==> src/rtl/uart_ram_dump_if.sv <==
`default_nettype none
//==============================================================================
// Module  : uart_ram_dump_if
// Purpose : Start/status, RAM read-port and serial-line signals of the RAM dumper.
// Revision: 1.0 - initial release
//==============================================================================
interface uart_ram_dump_if #(
  parameter int ADDR_WIDTH = 11
);
  logic                  start;
  logic                  ram_grant;
  logic [7:0]            rdata;
  logic                  ask_for_ram;
  logic [ADDR_WIDTH-1:0] raddr;
  logic                  serial_txd;
  logic                  busy;
  logic                  done;

  modport master (
    input  start, ram_grant, rdata,
    output ask_for_ram, raddr, serial_txd, busy, done
  );

  modport slave (
    output start, ram_grant, rdata,
    input  ask_for_ram, raddr, serial_txd, busy, done
  );
endinterface
`default_nettype wire

==> src/rtl/uart_ram_dump.sv <==
`default_nettype none
//==============================================================================
// Module  : uart_ram_dump
// Purpose : 8N1 UART dump of a RAM window: sync byte, data bytes, 8-bit checksum.
// Revision: 1.0 - initial release
//==============================================================================
module uart_ram_dump #(
  parameter int                    CLK_HZ     = 25125000,
  parameter int                    BAUD       = 57600,
  parameter int                    ADDR_WIDTH = 11,
  parameter logic [ADDR_WIDTH-1:0] DUMP_START = 11'h200,
  parameter int                    DUMP_LEN   = 1024,
  parameter logic [7:0]            SYNC_BYTE  = 8'hA5
) (
  input  wire logic        clk,
  input  wire logic        reset,
  uart_ram_dump_if.master  bus
);

  localparam int c_DIV    = CLK_HZ / BAUD;
  localparam int c_BAUD_W = (c_DIV > 1) ? $clog2(c_DIV) : 1;
  localparam int c_IDX_W  = (DUMP_LEN > 0) ? $clog2(DUMP_LEN + 1) : 1;

  localparam logic [c_BAUD_W-1:0] c_DIV_LAST = c_BAUD_W'(c_DIV - 1);
  localparam logic [c_IDX_W-1:0]  c_LEN      = c_IDX_W'(DUMP_LEN);

  typedef enum logic [2:0] {
    S_IDLE  = 3'd0,
    S_SYNC  = 3'd1,
    S_REQ   = 3'd2,
    S_LATCH = 3'd3,
    S_DATA  = 3'd4,
    S_SUM   = 3'd5,
    S_FIN   = 3'd6
  } state_t;

  state_t                r_state;
  logic [7:0]            r_shift;
  logic [3:0]            r_bit;
  logic [c_BAUD_W-1:0]   r_baud;
  logic [c_IDX_W-1:0]    r_index;
  logic [7:0]            r_sum;
  logic [ADDR_WIDTH-1:0] r_raddr;

  state_t                w_state_nxt;
  logic [7:0]            w_shift_nxt;
  logic [3:0]            w_bit_nxt;
  logic [c_BAUD_W-1:0]   w_baud_nxt;
  logic [c_IDX_W-1:0]    w_index_nxt;
  logic [7:0]            w_sum_nxt;
  logic [ADDR_WIDTH-1:0] w_raddr_nxt;

  logic                  w_tx_active;
  logic                  w_bit_end;
  logic                  w_frame_end;
  logic [2:0]            w_bit_idx;

  assign w_tx_active = (r_state == S_SYNC) || (r_state == S_DATA) || (r_state == S_SUM);
  assign w_bit_end   = (r_baud == c_DIV_LAST);
  assign w_frame_end = w_bit_end && (r_bit == 4'd9);
  // r_bit counts start(0), data(1..8), stop(9); data bit n sits at r_bit n+1
  assign w_bit_idx   = 3'(r_bit - 4'd1);

  always_ff @(posedge clk) begin
    if (reset) begin
      r_state <= S_IDLE;
      r_shift <= '0;
      r_bit   <= '0;
      r_baud  <= '0;
      r_index <= '0;
      r_sum   <= '0;
      r_raddr <= '0;
    end else begin
      r_state <= w_state_nxt;
      r_shift <= w_shift_nxt;
      r_bit   <= w_bit_nxt;
      r_baud  <= w_baud_nxt;
      r_index <= w_index_nxt;
      r_sum   <= w_sum_nxt;
      r_raddr <= w_raddr_nxt;
    end
  end

  always_comb begin
    w_state_nxt = r_state;
    w_shift_nxt = r_shift;
    w_bit_nxt   = r_bit;
    w_baud_nxt  = r_baud;
    w_index_nxt = r_index;
    w_sum_nxt   = r_sum;
    w_raddr_nxt = r_raddr;
    case (r_state)
      S_IDLE: begin
        if (bus.start) begin
          w_state_nxt = S_SYNC;
          w_shift_nxt = SYNC_BYTE;
          w_bit_nxt   = '0;
          w_baud_nxt  = '0;
        end
      end
      S_SYNC, S_DATA, S_SUM: begin
        if (w_bit_end) begin
          w_baud_nxt = '0;
          w_bit_nxt  = r_bit + 4'd1;
        end else begin
          w_baud_nxt = r_baud + 1'b1;
        end
        if (w_frame_end) begin
          w_bit_nxt = '0;
          if (r_state == S_SUM) begin
            w_state_nxt = S_FIN;
          end else if (r_index != c_LEN) begin
            w_state_nxt = S_REQ;
            w_raddr_nxt = DUMP_START + ADDR_WIDTH'(r_index);
          end else begin
            w_state_nxt = S_SUM;
            w_shift_nxt = r_sum;
          end
        end
      end
      S_REQ: begin
        if (bus.ram_grant) begin
          w_state_nxt = S_LATCH;
        end
      end
      S_LATCH: begin
        // RAM output was registered on the grant edge, so it is valid here
        w_shift_nxt = bus.rdata;
        w_sum_nxt   = r_sum + bus.rdata;
        w_index_nxt = r_index + 1'b1;
        w_state_nxt = S_DATA;
      end
      S_FIN: begin
        w_sum_nxt   = '0;
        w_index_nxt = '0;
        w_state_nxt = S_IDLE;
      end
      default: begin
        w_state_nxt = S_IDLE;
      end
    endcase
  end

  always_comb begin
    bus.serial_txd = 1'b1;
    if (w_tx_active) begin
      if (r_bit == 4'd0) begin
        bus.serial_txd = 1'b0;
      end else if (r_bit == 4'd9) begin
        bus.serial_txd = 1'b1;
      end else begin
        bus.serial_txd = r_shift[w_bit_idx];
      end
    end
  end

  assign bus.ask_for_ram = (r_state == S_REQ) || (r_state == S_LATCH);
  assign bus.raddr       = r_raddr;
  assign bus.busy        = (r_state != S_IDLE) && (r_state != S_FIN);
  assign bus.done        = (r_state == S_FIN);

endmodule
`default_nettype wire

==> src/flat_wrapper.sv <==
// flat-port wrapper written by rule: the top's interface ports become plain ports
module uart_ram_dump_flat 
#(
  parameter int                    CLK_HZ     = 25125000,
  parameter int                    BAUD       = 57600,
  parameter int                    ADDR_WIDTH = 11,
  parameter logic [ADDR_WIDTH-1:0] DUMP_START = 11'h200,
  parameter int                    DUMP_LEN   = 1024,
  parameter logic [7:0]            SYNC_BYTE  = 8'hA5
)
  (clk, reset, bus_start, bus_ram_grant, bus_rdata, bus_ask_for_ram, bus_raddr, bus_serial_txd, bus_busy, bus_done);
  uart_ram_dump_if #(.ADDR_WIDTH(ADDR_WIDTH)) bus_i ();
  input  wire logic clk;
  input  wire logic reset;
  input wire logic [$bits(bus_i.start)-1:0] bus_start;
  input wire logic [$bits(bus_i.ram_grant)-1:0] bus_ram_grant;
  input wire logic [$bits(bus_i.rdata)-1:0] bus_rdata;
  output wire logic [$bits(bus_i.ask_for_ram)-1:0] bus_ask_for_ram;
  output wire logic [$bits(bus_i.raddr)-1:0] bus_raddr;
  output wire logic [$bits(bus_i.serial_txd)-1:0] bus_serial_txd;
  output wire logic [$bits(bus_i.busy)-1:0] bus_busy;
  output wire logic [$bits(bus_i.done)-1:0] bus_done;
  assign bus_i.start = bus_start;
  assign bus_i.ram_grant = bus_ram_grant;
  assign bus_i.rdata = bus_rdata;
  assign bus_ask_for_ram = bus_i.ask_for_ram;
  assign bus_raddr = bus_i.raddr;
  assign bus_serial_txd = bus_i.serial_txd;
  assign bus_busy = bus_i.busy;
  assign bus_done = bus_i.done;
  uart_ram_dump #(.CLK_HZ(CLK_HZ), .BAUD(BAUD), .ADDR_WIDTH(ADDR_WIDTH), .DUMP_START(DUMP_START), .DUMP_LEN(DUMP_LEN), .SYNC_BYTE(SYNC_BYTE)) u_core (.clk(clk), .reset(reset), .bus(bus_i));
endmodule
==> config.mk <==
export PLATFORM = sky130hd
export DESIGN_NAME = uart_ram_dump_flat
export DESIGN_NICKNAME = d
export VERILOG_FILES = /design/src/rtl/uart_ram_dump_if.sv /design/src/rtl/uart_ram_dump.sv /design/src/flat_wrapper.sv
export SDC_FILE = /design/constraint.sdc
export NUM_CORES = 1
export LEC_CHECK = 0
export CAP_MARGIN = 20
export CORE_UTILIZATION = 47
export CTS_CLUSTER_DIAMETER = 150
export DETAILED_ROUTE_END_ITERATION = 7
export GPL_TIMING_DRIVEN = 0
export PLACE_DENSITY = 0.72
export SLEW_MARGIN = 20
export SYNTH_ARGS = -nofsm -noshare
export SYNTH_HDL_FRONTEND = slang
export SYNTH_SLANG_ARGS = --single-unit
==> constraint.sdc <==
create_clock -name clk -period 3.9 [get_ports clk]
set_input_delay 0.975 -clock clk [delete_from_list [all_inputs] [get_ports clk]]
set_output_delay 0.975 -clock clk [all_outputs]
set_load 0.01 [all_outputs]
==> metrics.txt <==
pre-CTS WS=338 ps; Syn Inst Count=359; final hold violations=0; Worst-path clk slew=100 ps; via/cell ratio=5.85; First DRT Iteration DRCs=207; Cell Area, Placed=3360 sq um; post-CTS setup buffer count=0; Slew headroom=53.3%; diode count=0; number of fill cells in the layout=571; layout cell share with drive strength beyond 1=7.12%; Worst path slowest cell=clkdlybuf4s50_1; critical path startpoint=u_core.r_bit[0]; DP Wirelength=5.12 mm; Tmin final=3720 ps; final weighted congestion in routability-driven placement=0.787; final wirelength=6.96 mm; port buffer count=26; RSZ-0062 raised after global routing=false; Initial Util=49.7%; Pins Over Slew Limit=0; CTS tree=done; Post-Syn Nets=385; I/O pin total=27; Setup-failing EPs final=0; WP depth=8; DIE HEIGHT=82.0 um; total power=1190 uW; Critical Path End=bus_serial_txd; aggregate global-route resource usage=22.6%; largest net degree at the start of global routing=18; core area=6060 sq um; initial antenna violation count=0; sequential element share of the synthesized area=35.9%; R2R depth=6; cell area after layout=3480 sq um; Num CTS Buffers=5; Vias=2738; synthesized cell area=3010 sq um; CP required=2920 ps; total iterations of the first detailed-routing run=4; Top FF cell, synth=dfxtp_1; CP Class=flop to primary output; startpoint class of the critical path=flop; Max H-tree Level=2; Syn Area/Cell=8.39 sq um; crit path DAT=2750 ps; slack of the worst reg-to-reg path=1400 ps; Worst VDD drop=0.230 mV; footprint of the multi-input gates=1810 sq um; die footprint=6730 sq um; outcome=finished, final reports clean; Post-synth EDFFs=0; DRC Markers=0; Setup crit end kind=primary output; delay-heaviest family, CP=buffers and inverters; Leak=0.00129 uW; WP buf/inv=2; register area=1080 sq um; total gr overflow=0; Power Dens Cells=342 nW/um^2; CTS sink count=54; die width=82.0 um; Yosys reg bits=54; worst skew pair latency=310 ps; fmax=269 MHz; slowest stage delay, CP=480 ps; worst-path maximum fanout=7; global-route wire length before repair=11.7 mm; Worst Hold Class=flop to flop; count of cell types in the netlist=61; max cap viols=0; clock buffer depth=2; critical path cell sequence=inv_1 -> ha_1 -> mux4_2 -> nor2b_1 -> a311oi_1 -> a21oi_1 -> or3_1 -> clkdlybuf4s50_1; Async SR Flop Fraction=0%; Yosys warning count=0; crit share post-route=95.5%; area growth from synthesis to layout=15.7%; row cnt=28; DR WL/cell=14.9 um; actual slew at the worst max-slew pin=696 ps; Setup TNS=0 ps; CTS root buf=clkbuf_8; hold depth=2; Final WS setup=176 ps; final net count=418; critical register-to-register path endpoint=u_core.r_shift[4]; Post-DRT Antenna Nets=0; Worst Clk Skew=4.23 ps; number of global-route vias before repair=2470; reg2reg start=u_core.r_index[5]
## power breakdown
| group | internal [uW] | switching (uW) |
|---|---|---|
| registers | 569 | 16.5 |
| logic | 95.6 | 128 |
| clock network | 191 | 192 |
| total | 855 | 337 |
## synthesized netlist by cell type (4+ instances only)
cell      count  area [sq um]
a21oi_1      28           140
a22oi_1      13          97.6
a311oi_1      5          43.8
and3_1        4          25.0
clkbuf_1     16          60.1
dfxtp_1      54          1080
ha_1         13           163
inv_1         9          33.8
mux2i_1      11           110
nand2_1      21          78.8
nand3_1       8          40.0
nor2_1       43           161
nor2b_1       4          25.0
nor3_1       11          55.1
nor3b_1       4          30.0
nor4_1        4          25.0
o21ai_0      25           125
o22ai_1       4          25.0
or3_1        11          68.8
xnor2_1       5          43.8
xor2_1        5          43.8
## worst register-to-register path, stage by stage (launching register included)
cell and delay, ps:
dfxtp_1 380, or4_4 570, o41ai_1 430, o21ai_1 270
clkbuf_1 240, or3_1 390, a21oi_1 150
## layer usage
layer / part of all wire, % / wire length, um / global-route usage, %
met1: 49 / 3440 / 31.2
met2: 45 / 3160 / 36.4
met3: 3.9 / 269 / 3.44
met4: 1.3 / 87 / 6.32
met5: 0 / 0 / 0
## layout make-up
class	instances	share of cell area, %
Clock inverter	3	1.29
Clock buffer	5	1.98
Inverter	10	1.08
Tap cell	75	2.69
Timing Repair Buffer	26	7.47
Sequential cell	54	31.2
Multi-Input combinational cell	276	52.0
Buffer	19	2.34
## kinds of logic after synthesis
family	share of synthesized area [%]
buf+inv	3.95
compound gates	23.6
fa+ha+maj	6.07
simple gates	22.4
mux	5.15
xor+xnor	2.91
flops	35.9
## cell usage in the layout (no fill, tap or decap), types with 3 or more instances in the layout
master / instances
and3_1: 4
nor2_1: 43
ha_1: 13
o41ai_1: 3
nor3_1: 11
nand4_1: 3
inv_1: 9
o21ai_0: 25
xor2_1: 5
o21a_1: 3
nor3b_1: 4
o22ai_1: 4
a21oi_1: 28
nor4_1: 4
a41oi_1: 3
nand2_1: 21
a311oi_1: 5
clkdlybuf4s50_1: 26
mux2i_1: 11
or3_1: 11
clkbuf_8: 5
a22oi_1: 13
clkbuf_1: 16
nand3_1: 8
xnor2_1: 5
nor2b_1: 4
dfxtp_1: 53
or2_2: 3
## worst min path at each step
stage                         from                   to  slack [ps]
2_1_floorplan     u_core.r_baud[8]     u_core.r_baud[8]         440
3_3_place_gp   u_core.bus.raddr[9]  u_core.bus.raddr[9]         450
3_5_place_dp   u_core.bus.raddr[9]  u_core.bus.raddr[9]         460
4_1_cts        u_core.bus.raddr[9]  u_core.bus.raddr[9]         470
5_1_grt          u_core.r_shift[7]    u_core.r_shift[7]         500
6_report       u_core.bus.raddr[9]  u_core.bus.raddr[9]         460
## sequential cells by signal (all words and copies together), names as in the netlist
signal / count
u_core.r_index: 11
u_core.r_bit: 4
u_core.r_baud: 9
u_core.r_shift: 8
u_core.r_state: 3
u_core.bus.raddr: 11
u_core.r_sum: 8
## what timing repair did
action | 4_1_cts | 5_1_grt
setup endpoints to repair | 1 | 1
hold buffers | 0 | 0
resized for setup | 1 | 1
## stage by stage
step,utilization [%],std cells,hold WS (ps)
2_1_floorplan,-,359,442
3_3_place_gp,55.5,460,448
3_5_place_dp,55.5,460,455
4_1_cts,57.4,468,469
5_1_grt,57.5,468,499
6_report,57.5,468,465
Power figures use the tool's default switching activity.
